<file path="src/rtl/multi_master_arbiter_if.sv">
`default_nettype none
// ============================================================================
// Module      : multi_master_arbiter_if
// Description : Request/grant bundle between the cores and the bus arbiter.
//               GRANT_COUNT exists only when ARB_STATS_EN is defined.
// Revision    : 1.0 - initial release
// ============================================================================
interface multi_master_arbiter_if #(
  parameter int NumOfRequesters = 4
);
  localparam int IdWidth = $clog2(NumOfRequesters);

  logic [NumOfRequesters-1:0] REQ;
  logic [NumOfRequesters-1:0] DONE;
  logic [NumOfRequesters-1:0] ACCESS;
  logic [IdWidth-1:0]         GRANT_ID;
  logic                       GRANT_VALID;
  logic                       PREEMPT;
`ifdef ARB_STATS_EN
  logic [16*NumOfRequesters-1:0] GRANT_COUNT;
`endif

  modport master (
    output REQ,
    output DONE,
`ifdef ARB_STATS_EN
    input  GRANT_COUNT,
`endif
    input  ACCESS,
    input  GRANT_ID,
    input  GRANT_VALID,
    input  PREEMPT
  );

  modport slave (
    input  REQ,
    input  DONE,
`ifdef ARB_STATS_EN
    output GRANT_COUNT,
`endif
    output ACCESS,
    output GRANT_ID,
    output GRANT_VALID,
    output PREEMPT
  );
endinterface
`default_nettype wire

</file>
<file path="src/rtl/multi_master_arbiter.sv">
`default_nettype none
// ============================================================================
// Module      : multi_master_arbiter
// Description : N-master bus arbiter, fixed-priority or round-robin, with
//               release handshake and bounded hold time. Define ARB_STATS_EN
//               to add per-master saturating grant counters (GRANT_COUNT).
// Revision    : 1.0 - initial release
// ============================================================================
module multi_master_arbiter #(
  parameter int NumOfRequesters = 4,
  parameter int RoundRobin      = 1,
  parameter int MaxHoldCycles   = 16
) (
  input  wire logic             CLK,
  input  wire logic             RST,
  multi_master_arbiter_if.slave bus
);
  localparam int         IdWidth     = $clog2(NumOfRequesters);
  localparam logic [7:0] c_HOLD_LAST = (MaxHoldCycles == 0) ? 8'd0 : 8'(MaxHoldCycles - 1);

  typedef enum logic [0:0] {
    ST_IDLE  = 1'b0,
    ST_OWNED = 1'b1
  } state_t;

  state_t                     r_state;
  logic [NumOfRequesters-1:0] r_access;
  logic [IdWidth-1:0]         r_id;
  logic                       r_valid;
  logic                       r_preempt;
  logic [7:0]                 r_hold;
  logic [IdWidth-1:0]         r_last;

  logic                       w_rel_drop;
  logic                       w_rel_done;
  logic                       w_rel_timeout;
  logic                       w_release;
  logic                       w_grant;
  logic [NumOfRequesters-1:0] w_cand;
  logic [IdWidth-1:0]         w_base;
  logic                       w_win_valid;
  logic [IdWidth-1:0]         w_win_id;
  logic [NumOfRequesters-1:0] w_win_oh;

  always_comb begin
    w_rel_drop    = |(r_access & ~bus.REQ);
    w_rel_done    = |(r_access & bus.DONE);
    w_rel_timeout = (MaxHoldCycles != 0) && (r_hold == c_HOLD_LAST);
    w_release     = (r_state == ST_OWNED) && (w_rel_drop || w_rel_done || w_rel_timeout);
    // r_access is zero in IDLE, so this masks only the outgoing owner.
    w_cand        = bus.REQ & ~r_access;
    w_base        = (r_state == ST_OWNED) ? r_id : r_last;
  end

  always_comb begin : winner_select
    int v_idx;
    v_idx       = 0;
    w_win_valid = 1'b0;
    w_win_id    = '0;
    for (int k = 0; k < NumOfRequesters; k++) begin
      if (RoundRobin != 0) begin
        v_idx = int'(w_base) + 1 + k;
        if (v_idx >= NumOfRequesters) begin
          v_idx = v_idx - NumOfRequesters;
        end
      end else begin
        v_idx = k;
      end
      if (!w_win_valid && w_cand[v_idx[IdWidth-1:0]]) begin
        w_win_valid = 1'b1;
        w_win_id    = v_idx[IdWidth-1:0];
      end
    end
    w_win_oh = w_win_valid ? (NumOfRequesters'(1) << w_win_id) : '0;
    w_grant  = w_win_valid && ((r_state == ST_IDLE) || w_release);
  end

  always_ff @(posedge CLK) begin
    if (RST) begin
      r_state   <= ST_IDLE;
      r_access  <= '0;
      r_id      <= '0;
      r_valid   <= 1'b0;
      r_preempt <= 1'b0;
      r_hold    <= 8'd0;
      r_last    <= IdWidth'(NumOfRequesters - 1);
    end else begin
      r_preempt <= w_release && w_rel_timeout && !w_rel_drop && !w_rel_done;
      if (w_release) begin
        r_last <= r_id;
      end
      if (w_grant) begin
        r_state  <= ST_OWNED;
        r_access <= w_win_oh;
        r_id     <= w_win_id;
        r_valid  <= 1'b1;
        r_hold   <= 8'd0;
      end else if (w_release) begin
        r_state  <= ST_IDLE;
        r_access <= '0;
        r_id     <= '0;
        r_valid  <= 1'b0;
        r_hold   <= 8'd0;
      end else if ((r_state == ST_OWNED) && (r_hold != 8'hFF)) begin
        r_hold <= r_hold + 8'd1;
      end
    end
  end

  assign bus.ACCESS      = r_access;
  assign bus.GRANT_ID    = r_id;
  assign bus.GRANT_VALID = r_valid;
  assign bus.PREEMPT     = r_preempt;

`ifdef ARB_STATS_EN
  generate
    for (genvar gi = 0; gi < NumOfRequesters; gi++) begin : g_stats
      logic [15:0] r_count;
      always_ff @(posedge CLK) begin
        if (RST) begin
          r_count <= 16'd0;
        end else if (w_grant && w_win_oh[gi] && (r_count != 16'hFFFF)) begin
          r_count <= r_count + 16'd1;
        end
      end
      assign bus.GRANT_COUNT[16*gi +: 16] = r_count;
    end
  endgenerate
`endif
endmodule
`default_nettype wire

</file>
<file path="src/flat_wrapper.sv">
// flat-port wrapper written by rule: the top's interface ports become plain ports
module multi_master_arbiter_flat 
#(
  parameter int NumOfRequesters = 4,
  parameter int RoundRobin      = 1,
  parameter int MaxHoldCycles   = 16
)
  (CLK, RST, bus_REQ, bus_DONE, bus_ACCESS, bus_GRANT_ID, bus_GRANT_VALID, bus_PREEMPT);
  multi_master_arbiter_if #(.NumOfRequesters(NumOfRequesters)) bus_i ();
  input  wire logic CLK;
  input  wire logic RST;
  input wire logic [$bits(bus_i.REQ)-1:0] bus_REQ;
  input wire logic [$bits(bus_i.DONE)-1:0] bus_DONE;
  output wire logic [$bits(bus_i.ACCESS)-1:0] bus_ACCESS;
  output wire logic [$bits(bus_i.GRANT_ID)-1:0] bus_GRANT_ID;
  output wire logic [$bits(bus_i.GRANT_VALID)-1:0] bus_GRANT_VALID;
  output wire logic [$bits(bus_i.PREEMPT)-1:0] bus_PREEMPT;
  assign bus_i.REQ = bus_REQ;
  assign bus_i.DONE = bus_DONE;
  assign bus_ACCESS = bus_i.ACCESS;
  assign bus_GRANT_ID = bus_i.GRANT_ID;
  assign bus_GRANT_VALID = bus_i.GRANT_VALID;
  assign bus_PREEMPT = bus_i.PREEMPT;
  multi_master_arbiter #(.NumOfRequesters(NumOfRequesters), .RoundRobin(RoundRobin), .MaxHoldCycles(MaxHoldCycles)) u_core (.CLK(CLK), .RST(RST), .bus(bus_i));
endmodule
</file>
<file path="config.mk">
export PLATFORM = sky130hd
export DESIGN_NAME = multi_master_arbiter_flat
export DESIGN_NICKNAME = d
export VERILOG_FILES = /design/src/rtl/multi_master_arbiter_if.sv /design/src/rtl/multi_master_arbiter.sv /design/src/flat_wrapper.sv
export SDC_FILE = /design/constraint.sdc
export NUM_CORES = 1
export LEC_CHECK = 0
export BUFFER_PORTS_ARGS = -buffer_cell sky130_fd_sc_hd__buf_2
export CORE_ASPECT_RATIO = 0.75
export CORE_MARGIN = 10
export CORE_UTILIZATION = 54
export DETAILED_ROUTE_END_ITERATION = 8
export PLACE_DENSITY = 0.85
export RECOVER_POWER = 25
export SLEW_MARGIN = 20
export SYNTH_ARGS = -nofsm -noshare
export SYNTH_HDL_FRONTEND = slang
export SYNTH_SLANG_ARGS = --single-unit
</file>
<file path="constraint.sdc">
create_clock -name CLK -period 1.7 [get_ports CLK]
set_input_delay 0 -clock CLK [delete_from_list [all_inputs] [get_ports CLK]]
set_output_delay 0 -clock CLK [all_outputs]
set_load 0.005 [all_outputs]
</file>
After elaboration in Yosys (flattened, before gate mapping) --
Index checks and enable logic that the tools add are counted.
Word-level totals: flip-flop bits (word level) 18, bits in read-only memories 0, memories kept 0, memory bits (writable) 0, output and inout bits 8, logic and storage cells 81, bits in latches 0
Operators by class: mux-type cells 28, add/sub/neg operators 9, shifts and indexed selects 1, divide/modulo/power cells 0, order comparisons 8, bitwise logic cells 6, eq/ne operators 2, reductions and logical operators 21, multiply operators 0
Operators with widths (number):
- greater-or-equal comparator 32 x 4 -> 1 bit, second input constant | 3
- two-way mux 2 bit | 11
- AND 4 bit | 3
- < comparator 2 x 3 -> 1 bit, second input constant | 4
- two-way mux 4 bit | 3
- two-way mux 1 bit | 10
- logical AND 1 bit | 9
- adder 3 x 2 -> 4 bit, second input constant | 2
- adder 8 x 1 -> 8 bit, second input constant | 1
- binary-select mux 1 bit (select 2 bit) | 4
- equality test 8 x 4 -> 1 bit, second input constant | 1
- inequality test 8 bit, second input constant | 1
- inverter 4 bit | 2
- OR reduction 4 bit | 2
- subtractor 2 x 1 -> 2 bit, second input constant | 4
- zero test 1 bit | 5
- adder 3 x 1 -> 4 bit, second input constant | 1
- << shifter 1 x 2 -> 4 bit, first input constant | 1
- adder 2 x 1 -> 3 bit, second input constant | 1
- greater-or-equal comparator 3 bit, second input constant | 1
- logical OR 1 bit | 3
- OR reduction 3 bit | 1
- nonzero test 2 bit | 1
- inverter 1 bit | 1

Longest topological paths before layout --
Gate-level depths: netlist of run 1.
word-level depth 19, mapped depth 7

Least setup slack after synthesis of run 1 --
No wires, ideal clock.
kind register to register, start point reg u_core.r_state, end point reg u_core.r_access[3] (netlist: u_core.bus.ACCESS[3]), path slack 104 ps, arrival time 1469 ps, library setup time 127 ps, period minus slack after synthesis 1596 ps, cell stages (with the launch flop) 7, path through dfxtp_1 buf_6 mux2_4 or3_4 o221ai_2 nand2b_2 o2bb2ai_1
Between the ends: longest elaborated chain between the ends 19, elaborated cells between the ends (all ways) 47, classes of those cells add/sub (8); order compare (4); shift (1); mux (23); bitwise (1); reduce/logical (10)
Ends and longest elaborated chain:
- from (decl) | RTL line multi_master_arbiter.sv:26 | state_t r_state;
- from (signal assigned) | RTL line multi_master_arbiter.sv:80 | r_state <= ST_IDLE;
- from (signal assigned) | RTL line multi_master_arbiter.sv:93 | r_state <= ST_OWNED;
- from (signal assigned) | RTL line multi_master_arbiter.sv:99 | r_state <= ST_IDLE;
- branches (longest 19 deep; another with greater-or-equal comparator 32 x 4 -> 1 bit)
- to (signal assigned) | RTL line multi_master_arbiter.sv:94 | r_access <= w_win_oh;
- to (decl) | RTL line multi_master_arbiter.sv:27 | logic [NumOfRequesters-1:0] r_access;
Parallel ways; which one is timed is not known. The select of a mux whose other input is x is not followed. A chain may end at the register's enable or synchronous reset.

Worst setup path after layout of run 1 --
start point reg u_core.r_state, end point reg u_core.r_access[1] (netlist: u_core.bus.ACCESS[1])
Same word-level chain as after synthesis.

==> impl_results.md, run 1 <==
- Initial antenna violation count: 0
- Root Driver: clkbuf_4
- Cell area after layout: 0.00132 mm^2
- Hold_ws: 121 ps
- Starting Density: 59.0%
- Number of max-cap violations: 0
- Post-DRT Antenna Nets: 0
- Post-route setup slack: 42.5 ps
- Synthesized cell area: 0.00105 mm^2
- Worst slack, placed: -70.3 ps
- Area share of the largest cell type after synthesis: 34.2%
- Residual DRC count: 0
- Mean Syn Cell Area: 10.1 um^2
- Cell variety after synth: 45
- Total design power: 1.44 mW
- Most frequent cells in the layout: 16 x buf_2, 12 x dfxtp_1, 11 x buf_4, 8 x nor2_2
- Die X: 71.0 um
- Setup TNS Final: 0 ps
- Die H: 58.3 um
- Fraction of layout cells with a size suffix above 1: 52.6%
- Layout area overhead: 25.3%
- Outcome: completed
- Per-cell routed wire length: 16.9 um
- Die area: 0.00414 mm^2
- Detailed placement HPWL: 2.03 mm
- Critical-path maximum fanout: 4
- Final setup fails: 0
- Ys async rst share: 0%
- Core region area: 0.00179 mm^2
- Dominant synthesized flop cell: dfxtp_1
- CTS Buffer Depth: 2
- DP Area: 0.00120 mm^2
- Maximum clock rate: 603 MHz
- CP Cell Sequence: mux2i_4 > o22ai_1 > a221oi_1 > o2bb2ai_1
- Total GRT Usage: 12.2%
- Vias/cell: 5.80
- Crit path largest cell delay: 540 ps
- Grt total ovfl: 0
- Fillers: 130
- First-pass GRT wire length: 4.16 mm
- CP max stage cell: a221oi_1
- Arr. time, crit path: 1830 ps
- Initial drt markers: 69
- Vias in the first global route: 904
- Ports: 18
- Clock sink count: 18
- Total Routed Length: 2.66 mm
- Antenna cells: 0
- Row count: 13
- Least-Margin Pin Slew: 536 ps
- CTS HTree Levels: 1
- Lkg Pwr: 0.513 nW
- Most area-consuming cells after synthesis: dfxtp_1 34%, nor2_2 4.7%, xnor2_1 4.2%
- CP Class: reg2reg
- Max-slew headroom: 64.3%
- Commonest non-fill, non-tap cell in the layout: buf_2
- IO buf count: 17
- Worst Path Required: 1870 ps
- Pwr dens: 1090 mW/mm^2
- Clock skew: 10.7 ps
- TritonCTS clock tree: done
- Startpoint types: register
- Yosys top cell by area: dfxtp_1
- EDFF count, synth: 0
- #FFs+latches synth: 18
- RePlAce Congestion: 0.953
- Minimum clock period: 1660 ps
- Final period util: 97.5%
- Type of the worst min-delay path: in2reg
- Slew Viols, Final: 0
- Synthesized Nets: 115
- Area of the multi-input gates: 692 um^2
- Final-stage net count: 147
- Hold Vio Cnt, Final: 0
- CP Capture Type: register
- Drt first pass iters: 4
- Post-synthesis sequential area ratio: 34.2%
- Vias: 911
- Worst skew pair latency: 300 ps
- Register area: 370 um^2
- Clk slew on worst S/H paths: 110 ps
- Syn Inst Count: 104
- RSZ-0062 raised after global routing: true
- Yosys warnings: 0
- CTS buffer count: 3
- Peak supply drop: 870 uV
- Largest net degree at the start of global routing: 11
==> registers in the layout, summed over array words and instances, names as in the netlist <==
signal               cells
u_core.r_last            2
u_core.bus.PREEMPT       1
u_core.r_hold            8
u_core.r_state           1
u_core.bus.ACCESS        4
u_core.bus.GRANT_ID      2
==> final timing paths <==
check,startpoint,to,slack [ps],cells after the start
worst max register to register,u_core.r_state,u_core.bus.ACCESS[1],40,4
worst max-delay path,u_core.r_state,u_core.bus.ACCESS[1],40,4
worst min-delay path,bus_DONE[0],u_core.bus.PREEMPT,120,5
worst min register to register,u_core.bus.ACCESS[2],u_core.bus.ACCESS[2],490,1
==> cell usage after synthesis (2+ instances only) <==
library cell   n
dfxtp_1       18
nor2_2         8
inv_1          5
xnor2_1        5
nand2b_1       4
nor2_1         4
o2bb2ai_1      4
nand2_1        3
nand3_1        3
nand4_1        3
nor2b_1        3
o21ai_2        3
a211o_1        2
a21oi_2        2
and2b_4        2
buf_6          2
mux2i_1        2
nor3_1         2
nor4_4         2
or2b_1         2
==> where the power goes <==
group | switching (mW) | total [mW] | internal, mW
registers | 0.0790 | 0.567 | 0.488
logic | 0.314 | 0.612 | 0.297
clock network | 0.133 | 0.264 | 0.130
==> stage by stage <==
stage          instances  util (%)
2_1_floorplan        104         -
3_3_place_gp         149      67.3
3_5_place_dp         149      67.3
4_1_cts              155      70.4
5_1_grt              157      73.8
6_report             157      73.8
==> worst max-delay path: cells and delay by family (launching register included) <==
kind | cells | cell delay [ps]
flops | 1 | 410
compound gates | 3 | 840
mux | 1 | 280
==> area by class of cell <==
class | count | share of cell area, %
multi-input cells | 79 | 52.4
flip-flops and latches | 18 | 28.0
repair buffers | 29 | 13.4
clock buffers | 4 | 2.75
well taps | 22 | 2.08
inverters | 5 | 1.42
==> per-layer routing <==
layer	up-vias	global-route usage, %	wire length [um]
met5	-	0	0
met1	440	13.9	1210
met3	4	6.46	130
li1	442	-	-
met4	0	1.93	36
met2	25	20.2	1290
==> timing repair <==
item | 4_1_cts | 5_1_grt
hold buffers | 1 | 0
resized for setup | 1 | 15
pin swaps | 1 | 3
buffers inserted | 1 | 2
endpoints found under the hold margin | 1 | 0
setup endpoints to repair | 2 | 16
==> cell families (layout without fill, tap and decap cells) <==
family | after synthesis | count (layout) | synth area share [%]
adder cells (fa/ha/maj) | 1 | 1 | 1.19
AO/OA/AOI/OAI | 24 | 24 | 20.8
buffers and inverters | 7 | 38 | 3.91
XOR/XNOR | 6 | 6 | 4.98
multiplexers | 5 | 5 | 6.52
flip-flops | 18 | 18 | 34.2
AND/OR/NAND/NOR | 43 | 43 | 28.5
(Power assumes the default switching activity.)
==> run 2, diff against run 1 <==
CELL_PAD_IN_SITES_DETAIL_PLACEMENT = 1   (was not set)
CELL_PAD_IN_SITES_GLOBAL_PLACEMENT = 1   (was not set)
CORE_UTILIZATION = 45   (was 54)
PLACE_DENSITY = 0.9   (was 0.85)
RECOVER_POWER = not set   (was 25)
clock period = 1.96 ns   (was 1.7 ns; I/O delays follow)
==> impl_results.md, run 2 (synthesis results as in run 1) <==
- Initial antenna violation count: 0 (unchanged)
- Detailed placement HPWL: 2.16 mm (was 2.03 mm)
- R2R cell count: 6 (was 4)
- Clock sink count: 18 (unchanged)
- CP max stage cell: dfxtp_1 (was a221oi_1)
- Register area: 360 um^2 (was 370 um^2)
- Final-stage net count: 136 (was 147)
- Hold Path Depth: 2 (was 5)
- TritonCTS clock tree: done (unchanged)
- Least-Margin Pin Slew: 518 ps (was 536 ps)
- CTS HTree Levels: 1 (unchanged)
- Max FFs per register: 8 (unchanged)
- Worst Path Required: 2160 ps (was 1870 ps)
- Drt first pass iters: 4 (unchanged)
- Die area: 0.00470 mm^2 (was 0.00414 mm^2)
- CP Class: reg2reg (unchanged)
- Clk slew on worst S/H paths: 100 ps (was 110 ps)
- Crit path largest cell delay: 410 ps (was 540 ps)
- Die H: 61.9 um (was 58.3 um)
- Clock skew: 4.01 ps (was 10.7 ps)
- CTS Hold Bufs: 0 (was 1)
- Placed cell count: 154 (was 149)
- Setup TNS Final: 0 ps (unchanged)
- Post-DRT Antenna Nets: 0 (unchanged)
- Post-Layout Cell Count: 158 (was 157)
- Vias in the first global route: 933 (was 904)
- Layout area overhead: 14.1% (was 25.3%)
- Post_cts resized: 0 (was 1)
- Residual DRC count: 0 (unchanged)
- Per-cell routed wire length: 17.0 um (was 16.9 um)
- CTS buffer count: 3 (unchanged)
- Post-route setup slack: 132 ps (was 42.5 ps)
- CP Cell Sequence: ha_1 > and3_1 > nand2_1 > a31oi_1 > nor2b_1 > a211o_1 (was mux2i_4 > o22ai_1 > a221oi_1 > o2bb2ai_1)
- Row count: 15 (was 13)
- R2r startpoint: u_core.r_hold[0] (was u_core.r_state)
- Lkg Pwr: 0.452 nW (was 0.513 nW)
- Ports: 18 (unchanged)
- Outcome: completed (unchanged)
- Vias: 858 (was 911)
- Peak supply drop: 448 uV (was 870 uV)
- Critical-path maximum fanout: 4 (unchanged)
- First-pass GRT wire length: 4.63 mm (was 4.16 mm)
- Number of max-cap violations: 0 (unchanged)
- Buffer count from post-CTS setup fixing: 0 (was 1)
- CP Capture Type: register (unchanged)
- Commonest non-fill, non-tap cell in the layout: dfxtp_1 (was buf_2)
- Sink of the worst hold path: u_core.r_state (was u_core.bus.PREEMPT)
- IO buf count: 17 (unchanged)
- R2r setup slk: 130 ps (was 40 ps)
- Vias/cell: 5.43 (was 5.80)
- Worst slack, placed: 194 ps (was -70.3 ps)
- Slew Viols, Final: 0 (unchanged)
- Largest net degree at the start of global routing: 11 (unchanged)
- Hold Path Origin: RST (was bus_DONE[0])
- Arr. time, crit path: 2020 ps (was 1830 ps)
- Fraction of layout cells with a size suffix above 1: 40.3% (was 52.6%)
- Initial drt markers: 48 (was 69)
- Grt total ovfl: 0 (unchanged)
- Starting Density: 46.4% (was 59.0%)
- Die X: 75.9 um (was 71.0 um)
- RePlAce Congestion: 0.748 (was 0.953)
- Pwr dens: 988 mW/mm^2 (was 1090 mW/mm^2)
- Most frequent cells in the layout: 18 x dfxtp_1, 17 x buf_2, 8 x nor2_2, 5 x inv_1, 5 x xnor2_1 (was 16 x buf_2, 12 x dfxtp_1, 11 x buf_4, 8 x nor2_2)
- Total GRT Usage: 12.1% (was 12.2%)
- Type of the worst min-delay path: in2reg (unchanged)
- CTS Buffer Depth: 2 (unchanged)
- Max-slew headroom: 65.5% (was 64.3%)
- Final period util: 93.3% (was 97.5%)
- Area of the multi-input gates: 653 um^2 (was 692 um^2)
- Maximum clock rate: 547 MHz (was 603 MHz)
- R2R Path End: u_core.r_last[0] (was u_core.bus.ACCESS[1])
- Final setup fails: 0 (unchanged)
- Root Driver: clkbuf_4 (unchanged)
- Antenna cells: 0 (unchanged)
- Hold Vio Cnt, Final: 0 (unchanged)
- Largest register by flop count: u_core.r_hold (unchanged)
- Minimum clock period: 1830 ps (was 1660 ps)
- RSZ-0062 raised after global routing: false (was true)
- Fillers: 265 (was 130)
- Total Routed Length: 2.68 mm (was 2.66 mm)
- Total design power: 1.19 mW (was 1.44 mW)
- Startpoint types: register (unchanged)
- Core region area: 0.00227 mm^2 (was 0.00179 mm^2)
- Worst skew pair latency: 290 ps (was 300 ps)
run 2: cell types whose count changed in the layout (fill, tap and decap cells not counted), sizes merged:
cell         delta
buf             -9
clkbuf          -1
dlygate4sd3     -1
run 2: critical path, delay by kind of cell (launching register included):
family | cells | cell delay (ps)
adders and majority gates | 1 | 210
and+or+nand+nor | 3 | 440
AOI/OAI and AO/OA | 2 | 680
DFF | 1 | 410
run 2: report_power, final:
group          leakage, nW  total (mW)  switching, mW  internal [mW]
Combinational        0.285       0.473          0.259          0.214
Clock               0.0210       0.226          0.112          0.113
Sequential           0.147       0.491         0.0695          0.421
run 2: worst max path at each step:
stage | from | to | slack (ps) | cells past startpoint
floorplan | u_core.r_state | u_core.bus.ACCESS[3] | 360 | 6
global placement | u_core.r_state | u_core.bus.ACCESS[3] | 260 | 5
detailed placement | u_core.r_hold[0] | u_core.r_last[0] | 190 | 6
CTS | u_core.r_hold[0] | u_core.r_last[0] | 160 | 6
global route | u_core.r_hold[0] | u_core.bus.ACCESS[0] | 50 | 6
finish | u_core.r_hold[0] | u_core.r_last[0] | 130 | 6
run 2: routing by layer:
| metal | vias to the layer above | global-route usage, % | share of wire [%] |
|---|---|---|---|
| met3 | 2 | 3.16 | 3.1 |
| li1 | 422 | - | - |
| met4 | 0 | 2.15 | 0.30 |
| met5 | - | 0 | 0 |
| met2 | 13 | 23.6 | 51 |
| met1 | 421 | 13.5 | 45 |
run 2: final cells by class:
cell class / instances / area share, %
flip-flops and latches: 18 / 29.9
well taps: 34 / 3.53
repair buffers: 18 / 7.69
inverters: 5 / 1.56
multi-input cells: 79 / 54.3
clock buffers: 4 / 3.01
run 2: metrics by stage:
step / hold slack, ps / util, % / cell area (um^2)
CTS: 9.31 / 53.0 / 1200
floorplan: 69.1 / - / 1050
detailed placement: 328 / 51.4 / 1170
finish: 18.2 / 53.0 / 1200
global route: 13.0 / 53.0 / 1200
global placement: 299 / 51.4 / 1170
